**config.mk**
```make
export PLATFORM = sky130hd
export DESIGN_NAME = uart_tx_io
export DESIGN_NICKNAME = d
export VERILOG_FILES = /design/src/rtl/uart_tx_io.sv
export SDC_FILE = /design/constraint.sdc
export NUM_CORES = 1
export LEC_CHECK = 0
export BUFFER_PORTS_ARGS = -buffer_cell sky130_fd_sc_hd__buf_2
export CORE_ASPECT_RATIO = 1.25
export CORE_MARGIN = 2
export CORE_UTILIZATION = 50
export CTS_CLUSTER_DIAMETER = 30
export DETAILED_ROUTE_END_ITERATION = 8
export PLACE_DENSITY = 0.79
export SLEW_MARGIN = 20
export SYNTH_ARGS = -nofsm -noshare
export SYNTH_HDL_FRONTEND = slang
export SYNTH_SLANG_ARGS = --single-unit
```
**constraint.sdc**
```tcl
create_clock -name clk -period 2.45 [get_ports clk]
set_input_delay 0.245 -clock clk [delete_from_list [all_inputs] [get_ports clk]]
set_output_delay 0.245 -clock clk [all_outputs]
set_load 0.005 [all_outputs]
```
**src/rtl/uart_tx_io.sv**
```systemverilog
// uart_tx_io
//   Memory-mapped UART transmitter on the core's IO page. Stores to UART_DAT
//   queue a byte in a small FIFO; the transmitter drains the FIFO and sends
//   each byte on TXD as an 8N1 frame, LSB first. Loads from UART_CNTL return
//   a status word the core polls before writing.
//
// Ports
//   clk          in   1   system clock, all state on posedge
//   reset        in   1   asynchronous, active-low
//   io_sel       in   1   access targets the IO page
//   io_wstrb     in   1   write strobe
//   io_rstrb     in   1   read strobe
//   io_wordaddr  in   30  one-hot word address: bit1 = UART_DAT, bit2 = UART_CNTL
//   io_wdata     in   32  store data, only [7:0] used
//   io_rdata     out  32  load data, combinational; 0 unless a CNTL read is selected
//   TXD          out  1   serial output, idle high, driven from a register
//   tx_busy      out  1   FIFO non-empty or frame in progress
//   dbg_state    out  2   current transmitter FSM state (debug observation)
//
// Bus handshake: there is no ready/stall. A store is accepted on the edge
// that ends the cycle in which io_sel & io_wstrb & io_wordaddr[1] is high;
// if the FIFO is full before that edge the byte is dropped and the sticky
// overflow flag is set. A CNTL load is answered combinationally in the same
// cycle, and the edge that ends it clears overflow (a new overflow wins).
//
// CNTL status word: bit 10 = overflow, bit 9 = FIFO full, bit 8 = tx_busy.

module uart_tx_io #(
    parameter int CLKS_PER_BIT = 104,
    parameter int FIFO_AW      = 2
) (
    input  logic        clk,
    input  logic        reset,
    input  logic        io_sel,
    input  logic        io_wstrb,
    input  logic        io_rstrb,
    input  logic [29:0] io_wordaddr,
    input  logic [31:0] io_wdata,
    output logic [31:0] io_rdata,
    output logic        TXD,
    output logic        tx_busy,
    output logic [1:0]  dbg_state
);

    localparam int DEPTH = 1 << FIFO_AW;
    localparam int CW    = $clog2(CLKS_PER_BIT);
    localparam logic [CW-1:0] CNT_LOAD = CW'(CLKS_PER_BIT - 1);

    typedef enum logic [1:0] {
        ST_IDLE  = 2'd0,
        ST_START = 2'd1,
        ST_DATA  = 2'd2,
        ST_STOP  = 2'd3
    } state_t;

    // ------------------------------------------------------------------
    // Bus decode
    // ------------------------------------------------------------------
    logic push_req;
    logic cntl_rd;
    logic push;
    logic pop;
    logic ovf_set;

    assign push_req = io_sel & io_wstrb & io_wordaddr[1];
    assign cntl_rd  = io_sel & io_rstrb & io_wordaddr[2];

    // Upper data bits and the other address bits are not decoded here.
    logic unused_bits;
    assign unused_bits = ^{io_wdata[31:8], io_wordaddr[29:3], io_wordaddr[0]};

    // ------------------------------------------------------------------
    // FIFO: pointers carry one extra wrap bit so full and empty are
    // distinguishable without a separate count.
    // ------------------------------------------------------------------
    logic [7:0]       fifo_mem [DEPTH];
    logic [FIFO_AW:0] wr_ptr;
    logic [FIFO_AW:0] rd_ptr;
    logic             fifo_empty;
    logic             fifo_full;

    assign fifo_empty = (wr_ptr == rd_ptr);
    assign fifo_full  = (wr_ptr[FIFO_AW] != rd_ptr[FIFO_AW]) &&
                        (wr_ptr[FIFO_AW-1:0] == rd_ptr[FIFO_AW-1:0]);

    // Full is judged before the edge, so a same-cycle pop cannot make room.
    assign push    = push_req & ~fifo_full;
    assign ovf_set = push_req & fifo_full;

    always_ff @(posedge clk or negedge reset) begin
        if (!reset) begin
            wr_ptr <= '0;
            rd_ptr <= '0;
        end else begin
            if (push) wr_ptr <= wr_ptr + 1'b1;
            if (pop)  rd_ptr <= rd_ptr + 1'b1;
        end
    end

    always_ff @(posedge clk) begin
        if (push) fifo_mem[wr_ptr[FIFO_AW-1:0]] <= io_wdata[7:0];
    end

    // ------------------------------------------------------------------
    // Sticky overflow flag
    // ------------------------------------------------------------------
    logic overflow;

    always_ff @(posedge clk or negedge reset) begin
        if (!reset) begin
            overflow <= 1'b0;
        end else if (ovf_set) begin
            overflow <= 1'b1;
        end else if (cntl_rd) begin
            overflow <= 1'b0;
        end
    end

    // ------------------------------------------------------------------
    // Transmitter FSM
    // ------------------------------------------------------------------
    state_t        state_q, state_d;
    logic [CW-1:0] cnt_q, cnt_d;
    logic [7:0]    shift_q, shift_d;
    logic [2:0]    idx_q, idx_d;
    logic          txd_q, txd_d;

    always_ff @(posedge clk or negedge reset) begin
        if (!reset) begin
            state_q <= ST_IDLE;
            cnt_q   <= '0;
            shift_q <= '0;
            idx_q   <= '0;
            txd_q   <= 1'b1;
        end else begin
            state_q <= state_d;
            cnt_q   <= cnt_d;
            shift_q <= shift_d;
            idx_q   <= idx_d;
            txd_q   <= txd_d;
        end
    end

    // txd_d is the line level for the state being entered, so TXD changes
    // on the same edge as the state and comes straight from a flop.
    always_comb begin
        state_d = state_q;
        cnt_d   = cnt_q;
        shift_d = shift_q;
        idx_d   = idx_q;
        txd_d   = txd_q;
        pop     = 1'b0;

        case (state_q)
            ST_IDLE: begin
                txd_d = 1'b1;
                cnt_d = '0;
                if (!fifo_empty) begin
                    pop     = 1'b1;
                    shift_d = fifo_mem[rd_ptr[FIFO_AW-1:0]];
                    cnt_d   = CNT_LOAD;
                    state_d = ST_START;
                    txd_d   = 1'b0;
                end
            end

            ST_START: begin
                if (cnt_q == '0) begin
                    cnt_d   = CNT_LOAD;
                    idx_d   = 3'd0;
                    state_d = ST_DATA;
                    txd_d   = shift_q[0];
                end else begin
                    cnt_d = cnt_q - 1'b1;
                end
            end

            ST_DATA: begin
                if (cnt_q == '0) begin
                    cnt_d   = CNT_LOAD;
                    shift_d = {1'b0, shift_q[7:1]};
                    idx_d   = idx_q + 3'd1;
                    if (idx_q == 3'd7) begin
                        state_d = ST_STOP;
                        txd_d   = 1'b1;
                    end else begin
                        txd_d = shift_q[1];
                    end
                end else begin
                    cnt_d = cnt_q - 1'b1;
                end
            end

            ST_STOP: begin
                if (cnt_q == '0) begin
                    if (!fifo_empty) begin
                        // Chain straight into the next start bit: no idle gap.
                        pop     = 1'b1;
                        shift_d = fifo_mem[rd_ptr[FIFO_AW-1:0]];
                        cnt_d   = CNT_LOAD;
                        state_d = ST_START;
                        txd_d   = 1'b0;
                    end else begin
                        cnt_d   = '0;
                        state_d = ST_IDLE;
                        txd_d   = 1'b1;
                    end
                end else begin
                    cnt_d = cnt_q - 1'b1;
                end
            end

            default: begin
                state_d = ST_IDLE;
                txd_d   = 1'b1;
                cnt_d   = '0;
            end
        endcase
    end

    // ------------------------------------------------------------------
    // Outputs
    // ------------------------------------------------------------------
    assign TXD       = txd_q;
    assign tx_busy   = (state_q != ST_IDLE) | ~fifo_empty;
    assign dbg_state = state_q;

    always_comb begin
        io_rdata = '0;
        if (cntl_rd) begin
            io_rdata[10] = overflow;
            io_rdata[9]  = fifo_full;
            io_rdata[8]  = tx_busy;
        end
    end

endmodule
```
==> results.toml <==
[synthesis]
syn_area_per_cell_um2 = 12.8
synth_top_area_share_pct = 31.5
synthesis.area_mm2 = 0.00305
synth_edf_count = 32
ys_top_cells_by_area = "edfxtp_1 31%, dfrtp_1 22%, buf_4 7.4%"
ys_ff_latch = 60
yosys_warnings = 0
synthCells = 239
synth_top_cells_by_count = "32 x edfxtp_1, 30 x buf_4, 28 x nand2_1"
synthDistinctLibCells = 40
yosysSeqAreaShare_pct = 54.5
synth.most_common_cell = "edfxtp_1"
synthArstFlopShare_pct = 46.7
synth_top_area_cell = "edfxtp_1"
ys.flop_type = "edfxtp_1"

[sta]
hold_viol_final = 0
rsz0062_at_grt = "false"
fin_crit_ns = 2.17
setup_viol = 0
tightestPinTransition_ns = 0.609
max_freq_mhz = 462
slew_viol_final = 0
clock_skew_ns = 0.0103
slew_headroom_pct = 59.4
period_share_pct = 88.4
fin_tns_setup_ns = 0

[power_and_ir_drop]
seqPwrFrac_pct = 35.7
p_int_mw = 2.77
total_power_mw = 4.29
leakagePower_nw = 1.48
peakVddDrop_mv = 0.578
p_sw_mw = 1.53
p_sw_share_pct = 35.5
p_clk_share_pct = 22.7
pwr-share-comb_pct = 41.6
power_density_mw_per_mm2 = 1260

[clock_network]
postCtsResizedCells = 0
clkTransAtPathRegs_ns = 0.07
post_cts_buffers = 0
cts_tree = "yes"
clk-insertion-delay-late_ns = 0.34
cts_buffer_depth = 2
htree_num_levels = 3
ctsHoldBuffers = 1
numCtsBuffers = 9
cts.sinks = 60
cts_root_buf = "clkbuf_8"

[layout]
multi_input_comb_area_mm2 = 0.00120
drive_gt1_share_pct = 22.3
fillers = 467
syn2layout_area_growth_pct = 11.3
seq_area_mm2 = 0.00166
final_nets = 354
antennaDiodeCount = 0

[global_routing]
grt_pass1_vias = 1707
grt_usage_pct = 15.9
antenna_found_initial = 0
grt_pass1_wl_mm = 7.84
grt-ovfl-total = 0
grt_max_degree = 29

[worst_setup_path]
crit_path_start_kind = "register"
arrival_ns = 2.39
crit_path_cell_trace = "inv_1 -> ha_1 -> or2_2 -> a221oi_4 -> mux2_2"
endpoint_kind = "register"
reg2reg_from = "dbg_state[0]"
critPathSlowestCell = "a221oi_4"
crit_type = "reg2reg"
regToRegSetupSlack_ns = 0.28
rr_endpoint = "shift_q[2]"
worstPathRequired_ns = 2.67
slowest_delay_ns = 0.47
reg2reg_depth = 5
path_max_fanout = 8

[routing]
postRouteAntennaNets = 0
wire_per_inst_um = 12.6
route.detailed.vias_per_inst = 4.90
vias = 1763
dr.pass1.iters = 4
drtIter0Drc = 101
drc = 0
drt-total-wl_mm = 4.55

[die]
dieArea_mm2 = 0.00675
die_h_um = 91.3
start_util_pct = 52.1
rows = 31
die_w_um = 73.9
core_mm2 = 0.00586
ios = 103

[hold_path]
hold_path.class = "in2reg"
min_from = "io_wdata[0]"
min_to = "fifo_mem[0][0]"
hold_depth = 1

[placed_design]
portBuffers = 21
place.gp.congestion = 0.827
dpl.hpwl_mm = 3.22

[flow_run]
cap_viol_max_count = 0

[run_status]
status = "complete, no violations"
## worst max-delay path, delay by kind of cell (launching register included)
kind	cells	cell delay, ns
AO/OA/AOI/OAI	1	0.47
adder cells (fa/ha/maj)	1	0.27
buffers and inverters	1	0.12
AND/OR/NAND/NOR	1	0.34
flip-flops	1	0.44
multiplexers	1	0.40
## worst max-delay path by stage
stage	start	endpoint	slack, ns
after floorplan	dbg_state[0]	shift_q[0]	0.43
after global placement	dbg_state[0]	shift_q[3]	0.33
after detailed placement	dbg_state[0]	shift_q[2]	0.32
after CTS	dbg_state[0]	shift_q[2]	0.29
after global routing	cnt_q[0]	shift_q[0]	0.16
final	dbg_state[0]	shift_q[2]	0.28
## power groups by stage
stage | Clock, mW | Combinational, mW | Sequential (mW)
after floorplan | 0 | 1.48 | 1.50
after global placement | 0 | 1.74 | 1.54
after detailed placement | 0 | 1.79 | 1.55
after CTS | 0.997 | 1.81 | 1.53
after global routing | 1.05 | 2.02 | 1.57
final | 0.975 | 1.79 | 1.53
## layer usage
metal | share of wire (%) | routed length, µm | GRT usage (%) | vias to the layer above
met5 | 0 | 0 | 0 | -
met4 | 3.2 | 144 | 11.1 | 0
met3 | 3.8 | 172 | 4.22 | 12
met2 | 52 | 2350 | 25.1 | 47
met1 | 41 | 1880 | 18.4 | 843
li1 | - | - | - | 861
## cell type report
class / instances / area share (%)
multi-input cells: 164 / 35.5
well taps: 82 / 3.02
repair buffers: 29 / 4.94
clock inverters: 7 / 2.98
clock buffers: 9 / 3.65
flip-flops and latches: 60 / 49.0
inverters: 9 / 0.994
## sequential cells by signal, summed over array words and instances, names as in the netlist
register,cells
cnt_q,7
overflow,1
rd_ptr,3
wr_ptr,3
dbg_state,2
idx_q,3
TXD,1
shift_q,8
fifo_mem,32
## stage by stage
stage	hold WS (ns)	util [%]	setup WS (ns)	std cells	cell area, µm²
floorplan	-0.0506	-	0.427	267	3160
global placement	0.296	54.0	0.326	343	3160
detailed placement	0.295	54.0	0.322	343	3160
CTS	0.103	58.0	0.289	360	3400
global route	0.111	58.0	0.156	360	3400
finish	0.116	58.0	0.284	360	3400
## layout by cell type, fill, tap and decap left out, types with 2 or more instances in the layout
cell type / instances
edfxtp_1: 32
conb_1: 29
nand2_1: 28
dfrtp_1: 27
buf_2: 21
ha_1: 14
o21ai_0: 13
mux2_2: 10
inv_1: 9
nor2_1: 9
clkbuf_8: 9
mux4_1: 7
buf_4: 7
nand3_1: 6
xor2_1: 6
and2_1: 5
nor3_1: 5
xnor2_1: 3
a21oi_1: 3
clkinv_4: 3
nor2b_1: 2
o31ai_1: 2
o21a_1: 2
a31oi_1: 2
or2_2: 2
a22o_1: 2
clkinvlp_4: 2
bufinv_16: 2
## kinds of logic after synthesis
family,synth area share (%)
xor+xnor,3.12
fa+ha+maj,5.74
flops,54.5
mux,10.8
other cells,0.123
simple gates,9.96
compound gates,6.31
buf+inv,9.47
(Power assumes the default switching activity.)
